<file path="config.mk">
export PLATFORM = sky130hd
export DESIGN_NAME = alu_mul_seq
export DESIGN_NICKNAME = d
export VERILOG_FILES = /design/src/rtl/alu_mul_seq.sv
export SDC_FILE = /design/constraint.sdc
export NUM_CORES = 1
export LEC_CHECK = 0
export BUFFER_PORTS_ARGS = -buffer_cell sky130_fd_sc_hd__buf_2
export CELL_PAD_IN_SITES_DETAIL_PLACEMENT = 1
export CELL_PAD_IN_SITES_GLOBAL_PLACEMENT = 2
export CORE_UTILIZATION = 35
export DETAILED_ROUTE_END_ITERATION = 8
export PLACE_DENSITY = 0.86
export RECOVER_POWER = 50
export REMOVE_ABC_BUFFERS = 1
export SLEW_MARGIN = 5
export SYNTH_ARGS = -nofsm -noshare
export SYNTH_HDL_FRONTEND = slang
export SYNTH_SLANG_ARGS = --single-unit
</file>
<file path="constraint.sdc">
create_clock -name clk -period 2.84 [get_ports clk]
set_input_delay 0.284 -clock clk [delete_from_list [all_inputs] [get_ports clk]]
set_output_delay 0.284 -clock clk [all_outputs]
set_load 0.01 [all_outputs]
</file>
<file path="src/rtl/alu_mul_seq.sv">
// alu_mul_seq: unsigned shift-add multiplier that borrows the shared ALU adder via req/gnt.
// Define MULSEQ_EARLY_EXIT_EN to finish as soon as no multiplier bits remain.
module alu_mul_seq #(
    parameter int N = 32
) (
    input  logic         clk,
    input  logic         rst_n,
    input  logic         start,
    input  logic [N-1:0] mcand,
    input  logic [N-1:0] mplr,
    output logic         busy,
    output logic         done,
    output logic [N-1:0] prod_hi,
    output logic [N-1:0] prod_lo,
    output logic         alu_req,
    input  logic         alu_gnt,
    output logic [N-1:0] alu_a,
    output logic [N-1:0] alu_b,
    output logic [4:0]   alu_fn,
    input  logic [N-1:0] alu_r
);

    localparam int          CW     = $clog2(N) + 1;
    localparam logic [4:0]  FN_ADD = 5'b00001;

    typedef enum logic [1:0] {
        S_IDLE,
        S_RUN,
        S_DONE
    } state_t;

    state_t         state_q, state_d;
    logic [N-1:0]   acc_q, acc_d;
    logic [N-1:0]   lo_q, lo_d;
    logic [N-1:0]   mc_q, mc_d;
    logic [N-1:0]   mp_q, mp_d;
    logic [CW-1:0]  cnt_q, cnt_d;
    logic [N-1:0]   prod_hi_q, prod_hi_d;
    logic [N-1:0]   prod_lo_q, prod_lo_d;
    logic           carry;
    logic           iter_en;
`ifdef MULSEQ_EARLY_EXIT_EN
    logic [CW-1:0]  shamt;
`endif

    // NOTE: every signal written here gets a default first, so no path can infer a latch.
    always_comb begin
        state_d   = state_q;
        acc_d     = acc_q;
        lo_d      = lo_q;
        mc_d      = mc_q;
        mp_d      = mp_q;
        cnt_d     = cnt_q;
        prod_hi_d = prod_hi_q;
        prod_lo_d = prod_lo_q;
        busy      = 1'b0;
        done      = 1'b0;
        alu_req   = 1'b0;
        alu_a     = '0;
        alu_b     = '0;
        alu_fn    = '0;
        carry     = 1'b0;
        iter_en   = 1'b0;
`ifdef MULSEQ_EARLY_EXIT_EN
        shamt     = CW'(N) - cnt_q;
`endif

        unique case (state_q)
            S_IDLE: begin
                if (start) begin
                    mc_d    = mcand;
                    mp_d    = mplr;
                    acc_d   = '0;
                    lo_d    = '0;
                    cnt_d   = '0;
                    state_d = S_RUN;
                end
            end

            S_RUN: begin
                busy = 1'b1;
`ifdef MULSEQ_EARLY_EXIT_EN
                // Remaining iterations would only shift in zeros; collapse them into one shift.
                if (mp_q == '0) begin
                    {acc_d, lo_d} = {acc_q, lo_q} >> shamt;
                    cnt_d         = CW'(N);
                    state_d       = S_DONE;
                end else
`endif
                if (mp_q[0]) begin
                    alu_req = 1'b1;
                    alu_a   = acc_q;
                    alu_b   = mc_q;
                    alu_fn  = FN_ADD;
                    if (alu_gnt) begin
                        // The ALU is only N bits wide; a wrapped sum reveals the carry-out.
                        carry         = (alu_r < acc_q);
                        {acc_d, lo_d} = {carry, alu_r, lo_q[N-1:1]};
                        iter_en       = 1'b1;
                    end
                end else begin
                    {acc_d, lo_d} = {1'b0, acc_q, lo_q[N-1:1]};
                    iter_en       = 1'b1;
                end

                if (iter_en) begin
                    mp_d  = mp_q >> 1;
                    cnt_d = cnt_q + 1'b1;
                    if (cnt_d == CW'(N)) begin
                        state_d = S_DONE;
                    end
                end
            end

            S_DONE: begin
                busy    = 1'b1;
                done    = 1'b1;
                state_d = S_IDLE;
            end

            default: begin
                state_d = S_IDLE;
            end
        endcase

        // Product outputs move only when the final iteration lands.
        if (state_q == S_RUN && state_d == S_DONE) begin
            prod_hi_d = acc_d;
            prod_lo_d = lo_d;
        end
    end

    // NOTE: sequential state uses non-blocking assignments so all registers update together.
    always_ff @(posedge clk or negedge rst_n) begin
        if (!rst_n) begin
            state_q   <= S_IDLE;
            acc_q     <= '0;
            lo_q      <= '0;
            mc_q      <= '0;
            mp_q      <= '0;
            cnt_q     <= '0;
            prod_hi_q <= '0;
            prod_lo_q <= '0;
        end else begin
            state_q   <= state_d;
            acc_q     <= acc_d;
            lo_q      <= lo_d;
            mc_q      <= mc_d;
            mp_q      <= mp_d;
            cnt_q     <= cnt_d;
            prod_hi_q <= prod_hi_d;
            prod_lo_q <= prod_lo_d;
        end
    end

    assign prod_hi = prod_hi_q;
    assign prod_lo = prod_lo_q;

endmodule
</file>
==> After elaboration in Yosys (flattened, before gate mapping) <==
Index checks and enable logic that the tools add are counted.
{ "op_classes": {"n_addsub": 1, "n_lt_le_gt_ge": 1, "n_eq_ne": 6, "mux": 31, "n_reduce_logical": 6} }
{ "op_table": {"columns": ["op", "count"], "rows": [
  ["32-bit 2-to-1 mux", 12],
  ["32-bit one-hot mux with 2 select lines", 3],
  ["32-bit less-than comparator", 1],
  ["6-bit 2-to-1 mux", 2],
  ["6-bit one-hot mux with 2 select lines", 1],
  ["1-bit 2-to-1 mux", 9],
  ["6-bit by 1-bit adder with 6-bit output (second input constant)", 1],
  ["6-bit equality test (second input constant)", 1],
  ["2-bit 2-to-1 mux", 3],
  ["2-bit equality test (second input constant)", 2],
  ["2-bit inequality test (second input constant)", 2],
  ["2-bit one-hot mux with 2 select lines", 1],
  ["3-bit AND reduction", 1],
  ["2-bit by 1-bit equality test with 1-bit output (second input constant)", 1],
  ["2-bit logical NOT", 1],
  ["2-bit AND reduction", 1],
  ["2-bit nonzero test", 1],
  ["2-bit OR reduction", 1],
  ["1-bit logical AND", 1]
]} }
{ "word_totals": {"ff_bits": 200, "in_bits": 100, "output_inout_bits": 136, "elab_cells": 53} }

==> Longest topological paths before layout <==
Gate-level depths: netlist of the first run.
{ "logic_depth": {"word_depth": 7, "ltp_mapped": 11, "mapped_depth_nobuf": 8} }

==> Worst setup path after synthesis of the first run <==
Ideal clock, no wire load.
{ "synth_timing": {"path_kind": "reg2reg", "startpoint": "reg state_q[0]", "endpoint": "reg cnt_q[5]", "setup_time_ns": 0.065, "arrival_time_ns": 2.211, "required_time_ns": 2.775, "path_slack_ns": 0.564, "stages_incl_launch_ff": 9, "path_buffers": 1, "period_less_slack_ns": 2.276, "cell_sequence": "dfrtp_1 -> inv_1 -> ha_1 -> nor2b_1 -> a311o_1 -> buf_2 -> or4_2 -> nand2_1 -> a22o_2"} }
{ "synth_between": {"elab_chain_cells": 3, "word_cells_on_any_way": 7, "cone_classes": "3 x eq/ne; 1 x mux; 3 x reduce/logical"} }
{ "synth_rtl": {"columns": ["item", "line", "rtl"], "rows": [
  ["start, declared", "32", "state_t state_q, state_d;"],
  ["start signal, assigned", "145", "state_q <= state_d;"],
  ["2-bit by 1-bit equality test with 1-bit output / 2-bit logical NOT (equally long branches)", "68", "unique case (state_q)"],
  ["2-bit inequality test (no line) / 2-bit nonzero test (equally long branches)", null, null],
  ["3-bit AND reduction (no line)", null, null],
  ["end signal, assigned", "150", "cnt_q <= cnt_d;"],
  ["end, declared", "37", "logic [CW-1:0] cnt_q, cnt_d;"]
]} }
Several ways; a longest one is shown, not always the timed one.
A chain may end at the register's enable or synchronous reset.

==> Worst setup path in the final report of the first run <==
{ "layout_timing": {"startpoint": "reg state_q[1]", "endpoint": "out alu_b[19]"} }
{ "layout_between": {"elab_chain_cells": 2} }
{ "layout_rtl": {"columns": ["item", "line", "rtl"], "rows": [
  ["2-bit by 1-bit equality test with 1-bit output", "68", null],
  ["32-bit 2-to-1 mux", "68", null],
  ["end, declared", "18", "output logic [N-1:0] alu_b,"]
]} }
Every way passes these cells.

==> impl_metrics.env, run 1 <==
export IMPL_status="finished, violations left"
export IMPL_violations="max-capacitance violations, max-slew violations"
export IMPL_yosys_top_cells_area="dfrtp_1, mux2_4, a22o_1, ha_1, mux2_2"
export IMPL_core_area_mm2=0.02703
export IMPL_synthFlopType="dfrtp_1"
export IMPL_die_area_mm2=0.02824
export IMPL_grt_pass1_wl_um=40930
export IMPL_multi_input_area_mm2=0.004085
export IMPL_power_switching_mw=4.099
export IMPL_place_congestion=0.7841
export IMPL_drt_iter0_markers=230
export IMPL_slew_limit_headroom_pct=-34.62
export IMPL_final_cells=1376
export IMPL_crit_required_ns=2.56
export IMPL_report_final_slew_viol_count=71
export IMPL_worstReg2RegStart="state_q[1]"
export IMPL_grt_setup_unrepaired="no"
export IMPL_total_power_mw=10.56
export IMPL_cts_max_level=4
export IMPL_yosysSeqAreaShare_pct=51.87
export IMPL_firstDrtPassIters=6
export IMPL_synth_edf_count=0
export IMPL_fin_worst_skew_ns=0.01255
export IMPL_crit_arrival_ns=2.27
export IMPL_clock_latency_ns=0.44
export IMPL_ios=236
export IMPL_wl_met1_um=11280
export IMPL_grt_usage_pct=18.49
export IMPL_max_vdd_ir_drop_uv=322.3
export IMPL_grt_max_degree=93
export IMPL_antenna_found_initial=3
export IMPL_p_clk_share_pct=22.4
export IMPL_fp_dieH_um=168.0
export IMPL_cellLeakagePower_nw=5.930
export IMPL_post_route_period_util_pct=89.77
export IMPL_io_buffers=231
export IMPL_synth_top_area_share_pct=51.87
export IMPL_via_per_inst=5.025
export IMPL_pre_cts_slack_ns=0.3586
export IMPL_cp_max_fo=63
export IMPL_drc_errors=0
export IMPL_cts_buffers=17
export IMPL_ys_warn_count=0
export IMPL_grt_pass1_vias=7418
export IMPL_setup_violations=0
export IMPL_cts_setup_buffers=0
export IMPL_p_int_mw=6.462
export IMPL_drtAntennaViolNets=0
export IMPL_cts_sinks=200
export IMPL_reg2regPathDepth=8
export IMPL_vias=6915
export IMPL_wl_met2_um=12630
export IMPL_clk_pin_slew_worst_paths_ns=0.08
export IMPL_critPathKind="flop to output port"
export IMPL_netlist_instances=808
export IMPL_nets=1155
export IMPL_hold_viol=0
export IMPL_ys_seq_elements=200
export IMPL_area_delta_synth_final_pct=19.22
export IMPL_tightest_slew_ns=2.019
export IMPL_grt_ovfl_total=0
export IMPL_power_density_mw_per_mm2=918.1
export IMPL_async_reset_ff_share_pct=100.0
export IMPL_rrSetupSlack_ns=0.37
export IMPL_fmax_mhz=392.2
export IMPL_synth_top_area_cell="dfrtp_1"
export IMPL_reg2reg_to="prod_hi[31]"
export IMPL_period_needed_ns=2.550
export IMPL_placementRows=60
export IMPL_nFillCells=3041
export IMPL_post_dp_hpwl_um=17640
export IMPL_dp_cells=1341
export IMPL_hold_depth=2
export IMPL_cts_tree="yes"
export IMPL_initial_utilization_pct=35.70
export IMPL_dr_max_layer_used="met4"
export IMPL_holdWs_ns=0.07073
export IMPL_die_x_um=168.0
export IMPL_worstHoldEndpoint="mc_q[11]"
export IMPL_critPathLaunch="state_q[1]"
export IMPL_drive_gt1_share_pct=31.20
export IMPL_register_area_mm2=0.005006
export IMPL_synth_area_mm2=0.009649
export IMPL_route_met3_wl_um=957
export IMPL_switching_share_pct=38.81
export IMPL_hp_start="mcand[11]"
export IMPL_seqPwrFrac_pct=38.1
export IMPL_maxCapViolations=1
export IMPL_synth_distinct_cells=48
export IMPL_cts_root_buf="clkbuf_16"
export IMPL_setup_ws_ns=0.2905
export IMPL_clockBufferDepth=2
export IMPL_hold_path_class="input pin to flop"
export IMPL_routed_wl_um=25360
export IMPL_avgSynthCellArea_um2=11.94
export IMPL_wl_per_cell_um=18.43
export IMPL_tns_ns=0
export IMPL_critPathLaunchType="flop"
export IMPL_crit_path_end_kind="output port"
export IMPL_combPwrFrac_pct=39.6
-- registers in the layout (all words and copies together), names as in the netlist --
register,flops
prod_hi,32
prod_lo,32
state_q,2
mp_q,32
acc_q,32
cnt_q,6
mc_q,32
lo_q,32
-- per-stage QoR --
| step | util [%] | instance area (um^2) |
|---|---|---|
| global route | 42.56 | 11500 |
| global placement | 40.76 | 11020 |
| finish | 42.56 | 11500 |
| detailed placement | 40.76 | 11020 |
| CTS | 42.86 | 11580 |
| floorplan | - | 9205 |
-- power groups by stage --
stage | registers [mW] | logic (mW) | clock network, mW
floorplan | 4.01 | 2.69 | 0
global placement | 4.03 | 4.13 | 0
detailed placement | 4.07 | 4.25 | 0
CTS | 4.02 | 4.27 | 2.44
global route | 4.12 | 4.68 | 2.54
finish | 4.02 | 4.18 | 2.36
-- area by class of cell --
type	instances	area share [%]
well taps	341	3.709
inverters	38	1.240
clock buffers	19	3.850
multi-input cells	514	35.51
clock inverters	12	0.9898
flip-flops and latches	200	43.52
diodes	3	0.06526
repair buffers	249	11.12
-- critical path, cell delays in order, from the launching register on --
cell and delay, ns:
dfrtp_1 0.43, inv_1 0.13, ha_4 0.34, buf_6 0.49
and3_1 0.26, buf_2 0.13
-- cell families after synthesis --
family | share of synthesized area (%)
DFF | 51.87
and+or+nand+nor | 8.351
AOI/OAI and AO/OA | 12.14
muxes | 16.87
buffers and inverters | 6.198
adders and majority gates | 4.538
other | 0.03886
-- what timing repair did --
item	CTS	global route
hold buffers	1	0
setup endpoints to repair	0	24
gates resized for setup	0	1
hold endpoints to repair	69	0
-- cells in the mapped netlist (all sizes together) (24+ instances only) --
cell and number:
nor2 43, and3 33, inv 38, mux2i 31, clkbuf 32, nand2 83
a22o 65, o21ai 73, dfrtp 200, ha 35, buf 24, mux2 97
-- metal layers --
metal  vias up  GRT usage (%)
met5         -              0
met4         0          6.223
met3        25          3.879
met2       134          31.61
met1      3498          23.22
li1       3258              -
-- how the worst max path moves through the flow --
| stage | to | cells past startpoint | slack, ns |
|---|---|---|---|
| final | alu_b[19] | 5 | 0.29 |
| after global routing | mp_q[23] | 3 | 0.10 |
| after CTS | alu_b[19] | 5 | 0.05 |
| after detailed placement | prod_hi[31] | 8 | 0.36 |
| after global placement | prod_hi[31] | 8 | 0.41 |
| after floorplan | prod_hi[31] | 6 | -3.38 |
-- cells in the final DEF (no fill, tap or decap), types with 4 or more instances in the layout --
| cell type | Yosys | final |
|---|---|---|
| nand2_1 | 82 | 82 |
| clkbuf_1 | 30 | 66 |
| buf_12 | 6 | 5 |
| dfrtp_1 | 200 | 199 |
| mux2_4 | 60 | 60 |
| nand3_1 | 4 | 4 |
| inv_1 | 38 | 38 |
| conb_1 | 1 | 4 |
| o21ai_0 | 73 | 73 |
| ha_1 | 35 | 34 |
| clkbuf_16 | 0 | 17 |
| mux2i_1 | 31 | 31 |
| and3_1 | 33 | 33 |
| a22o_1 | 64 | 64 |
| buf_2 | 1 | 165 |
| buf_4 | 5 | 11 |
| inv_8 | 0 | 5 |
| nand4_1 | 4 | 4 |
| mux2_2 | 37 | 37 |
| a21oi_1 | 14 | 13 |
| nor2_1 | 43 | 42 |
Note: power is estimated with default switching activity, not from simulation.
==> run 2: changes to the inputs <==
--- a/config.mk
+++ b/config.mk
@@ -8,7 +8,9 @@
 export BUFFER_PORTS_ARGS = -buffer_cell sky130_fd_sc_hd__buf_2
 export CELL_PAD_IN_SITES_DETAIL_PLACEMENT = 1
 export CELL_PAD_IN_SITES_GLOBAL_PLACEMENT = 2
+export CORE_MARGIN = 10
 export CORE_UTILIZATION = 35
+export CTS_CLUSTER_DIAMETER = 100
 export DETAILED_ROUTE_END_ITERATION = 8
 export PLACE_DENSITY = 0.86
 export RECOVER_POWER = 50
==> impl_metrics.env, run 2 (synthesis gave the netlist of run 1 again) <==
export IMPL_status="completed"
export IMPL_final_common_cell="dfrtp_1"
export IMPL_critPathLaunchType="flop"
export IMPL_grt_ovfl_total=0
export IMPL_combPwrFrac_pct=38.4
export IMPL_core_area_mm2=0.02703
export IMPL_hold_path_class="input pin to flop"
export IMPL_multi_input_area_mm2=0.004085
export IMPL_holdWs_ns=0.07342
export IMPL_cts_buffers=17
export IMPL_firstDrtPassIters=4
export IMPL_post_dp_hpwl_um=19400
export IMPL_period_needed_ns=2.490
export IMPL_p_int_mw=6.723
export IMPL_vias=6912
export IMPL_clk_pin_slew_worst_paths_ns=0.08
export IMPL_cts_max_level=4
export IMPL_clock_latency_ns=0.44
export IMPL_critPathLaunch="state_q[0]"
export IMPL_reg2reg_to="cnt_q[2]"
export IMPL_grt_setup_unrepaired="no"
export IMPL_cts_sinks=200
export IMPL_wl_per_cell_um=19.58
export IMPL_fp_dieH_um=186.0
export IMPL_setup_violations=0
export IMPL_nFillCells=3049
export IMPL_die_x_um=186.0
export IMPL_drt_iter0_markers=343
export IMPL_hold_viol=0
export IMPL_die_area_mm2=0.03461
export IMPL_setup_ws_ns=0.3500
export IMPL_drive_gt1_share_pct=31.27
export IMPL_via_per_inst=5.016
export IMPL_rrSetupSlack_ns=0.35
export IMPL_drc_errors=0
export IMPL_place_congestion=0.7846
export IMPL_crit_path_end_kind="flop"
export IMPL_final_cell_mix="dfrtp_1, buf_2, nand2_1, o21ai_0, clkbuf_1"
export IMPL_grt_pass1_vias=7703
export IMPL_drtAntennaViolNets=0
export IMPL_antenna_found_initial=0
export IMPL_maxCapViolations=0
export IMPL_path_cells="inv_1 > ha_1 > nor2b_1 > a311o_2 > buf_12 > nor2_1 > mux2_2 > a22o_1"
export IMPL_post_route_period_util_pct=87.68
export IMPL_cp_depth=8
export IMPL_worstReg2RegStart="state_q[0]"
export IMPL_grt_max_degree=98
export IMPL_report_final_slew_viol_count=0
export IMPL_power_density_mw_per_mm2=939.5
export IMPL_max_vdd_ir_drop_uv=450.9
export IMPL_routed_wl_um=26980
export IMPL_tightest_slew_ns=1.385
export IMPL_clockBufferDepth=2
export IMPL_switching_share_pct=38.25
export IMPL_cts_root_buf="clkbuf_16"
export IMPL_crit_arrival_ns=2.80
export IMPL_slowest_delay_ns=0.45
export IMPL_area_delta_synth_final_pct=20.11
export IMPL_fin_worst_skew_ns=0.01941
export IMPL_pre_cts_slack_ns=0.3351
export IMPL_critPathBufInv=2
export IMPL_register_area_mm2=0.005006
export IMPL_crit_required_ns=3.15
export IMPL_cp_max_fo=97
export IMPL_cellLeakagePower_nw=5.960
export IMPL_cp_top_family="compound AO/OA/AOI/OAI gates"
export IMPL_placementRows=60
export IMPL_fmax_mhz=401.6
export IMPL_cts_tree="yes"
export IMPL_critPathKind="flop to flop"
export IMPL_nets=1158
export IMPL_power_switching_mw=4.165
export IMPL_cp_slowest_cell="dfrtp_1"
export IMPL_grt_pass1_wl_um=43190
export IMPL_ios=236
export IMPL_initial_utilization_pct=35.70
export IMPL_tns_ns=0
export IMPL_grt_usage_pct=15.77
export IMPL_slew_limit_headroom_pct=7.693
export IMPL_seqPwrFrac_pct=36.8
export IMPL_p_clk_share_pct=24.8
export IMPL_io_buffers=231
export IMPL_crit_end="cnt_q[2]"
export IMPL_reg2regPathDepth=8
==> run 2: cell types whose count changed in the layout (fill, tap and decap cells not counted), moves of 2 or more <==
cell / before / now
bufinv_16: 0 / 3
clkinvlp_4: 0 / 2
clkinv_8: 1 / 3
diode_2: 3 / 1
clkinv_2: 3 / 0
clkbuf_1: 66 / 68
==> run 2: power by group through the flow <==
stage | Clock, mW | Sequential, mW | Combinational, mW
finish | 2.70 | 4.01 | 4.18
global route | 2.90 | 4.11 | 4.73
CTS | 2.78 | 4.02 | 4.29
detailed placement | 0 | 4.07 | 4.27
global placement | 0 | 4.04 | 4.16
floorplan | 0 | 4.01 | 2.69
==> run 2: worst min path at each step <==
stage               from          end  slack, ns  cells after the start
2_1_floorplan      rst_n     acc_q[0]      -0.01                      0
3_3_place_gp       rst_n  prod_hi[29]       0.43                      1
3_5_place_dp       rst_n     mc_q[24]       0.44                      1
4_1_cts        mcand[30]     mc_q[30]       0.05                      2
5_1_grt         mcand[6]      mc_q[6]       0.06                      2
6_report       mcand[27]     mc_q[27]       0.07                      2
==> run 2: what timing repair did <==
| action | 4_1_cts | 5_1_grt |
|---|---|---|
| endpoints found under the hold margin | 71 | 0 |
| buffers inserted | 0 | 0 |
| resized for setup | 0 | 0 |
| hold buffers | 1 | 0 |
==> run 2: routing by layer <==
metal	GRT usage, %	up-vias	share of wire [%]
met5	0	-	0
met4	4.547	0	1.5
met3	3.334	26	4.0
met2	26.13	137	48
li1	-	3270	-
met1	20.26	3479	46
==> run 2: cell type report <==
class / instances / share of cell area [%]
multi-input cells: 514 / 35.25
repair buffers: 252 / 10.99
clock inverters: 15 / 1.965
well taps: 341 / 3.681
diodes: 1 / 0.02159
flip-flops and latches: 200 / 43.19
clock buffers: 17 / 3.671
inverters: 38 / 1.231
==> run 2: stage by stage <==
step / cell area (um^2) / util [%] / std cells / power, mW
2_1_floorplan: 9205 / - / 752 / 6.701
3_3_place_gp: 11040 / 40.84 / 1344 / 8.193
3_5_place_dp: 11040 / 40.84 / 1344 / 8.339
4_1_cts: 11700 / 43.30 / 1377 / 11.09
5_1_grt: 11590 / 42.88 / 1377 / 11.74
6_report: 11590 / 42.88 / 1378 / 10.89
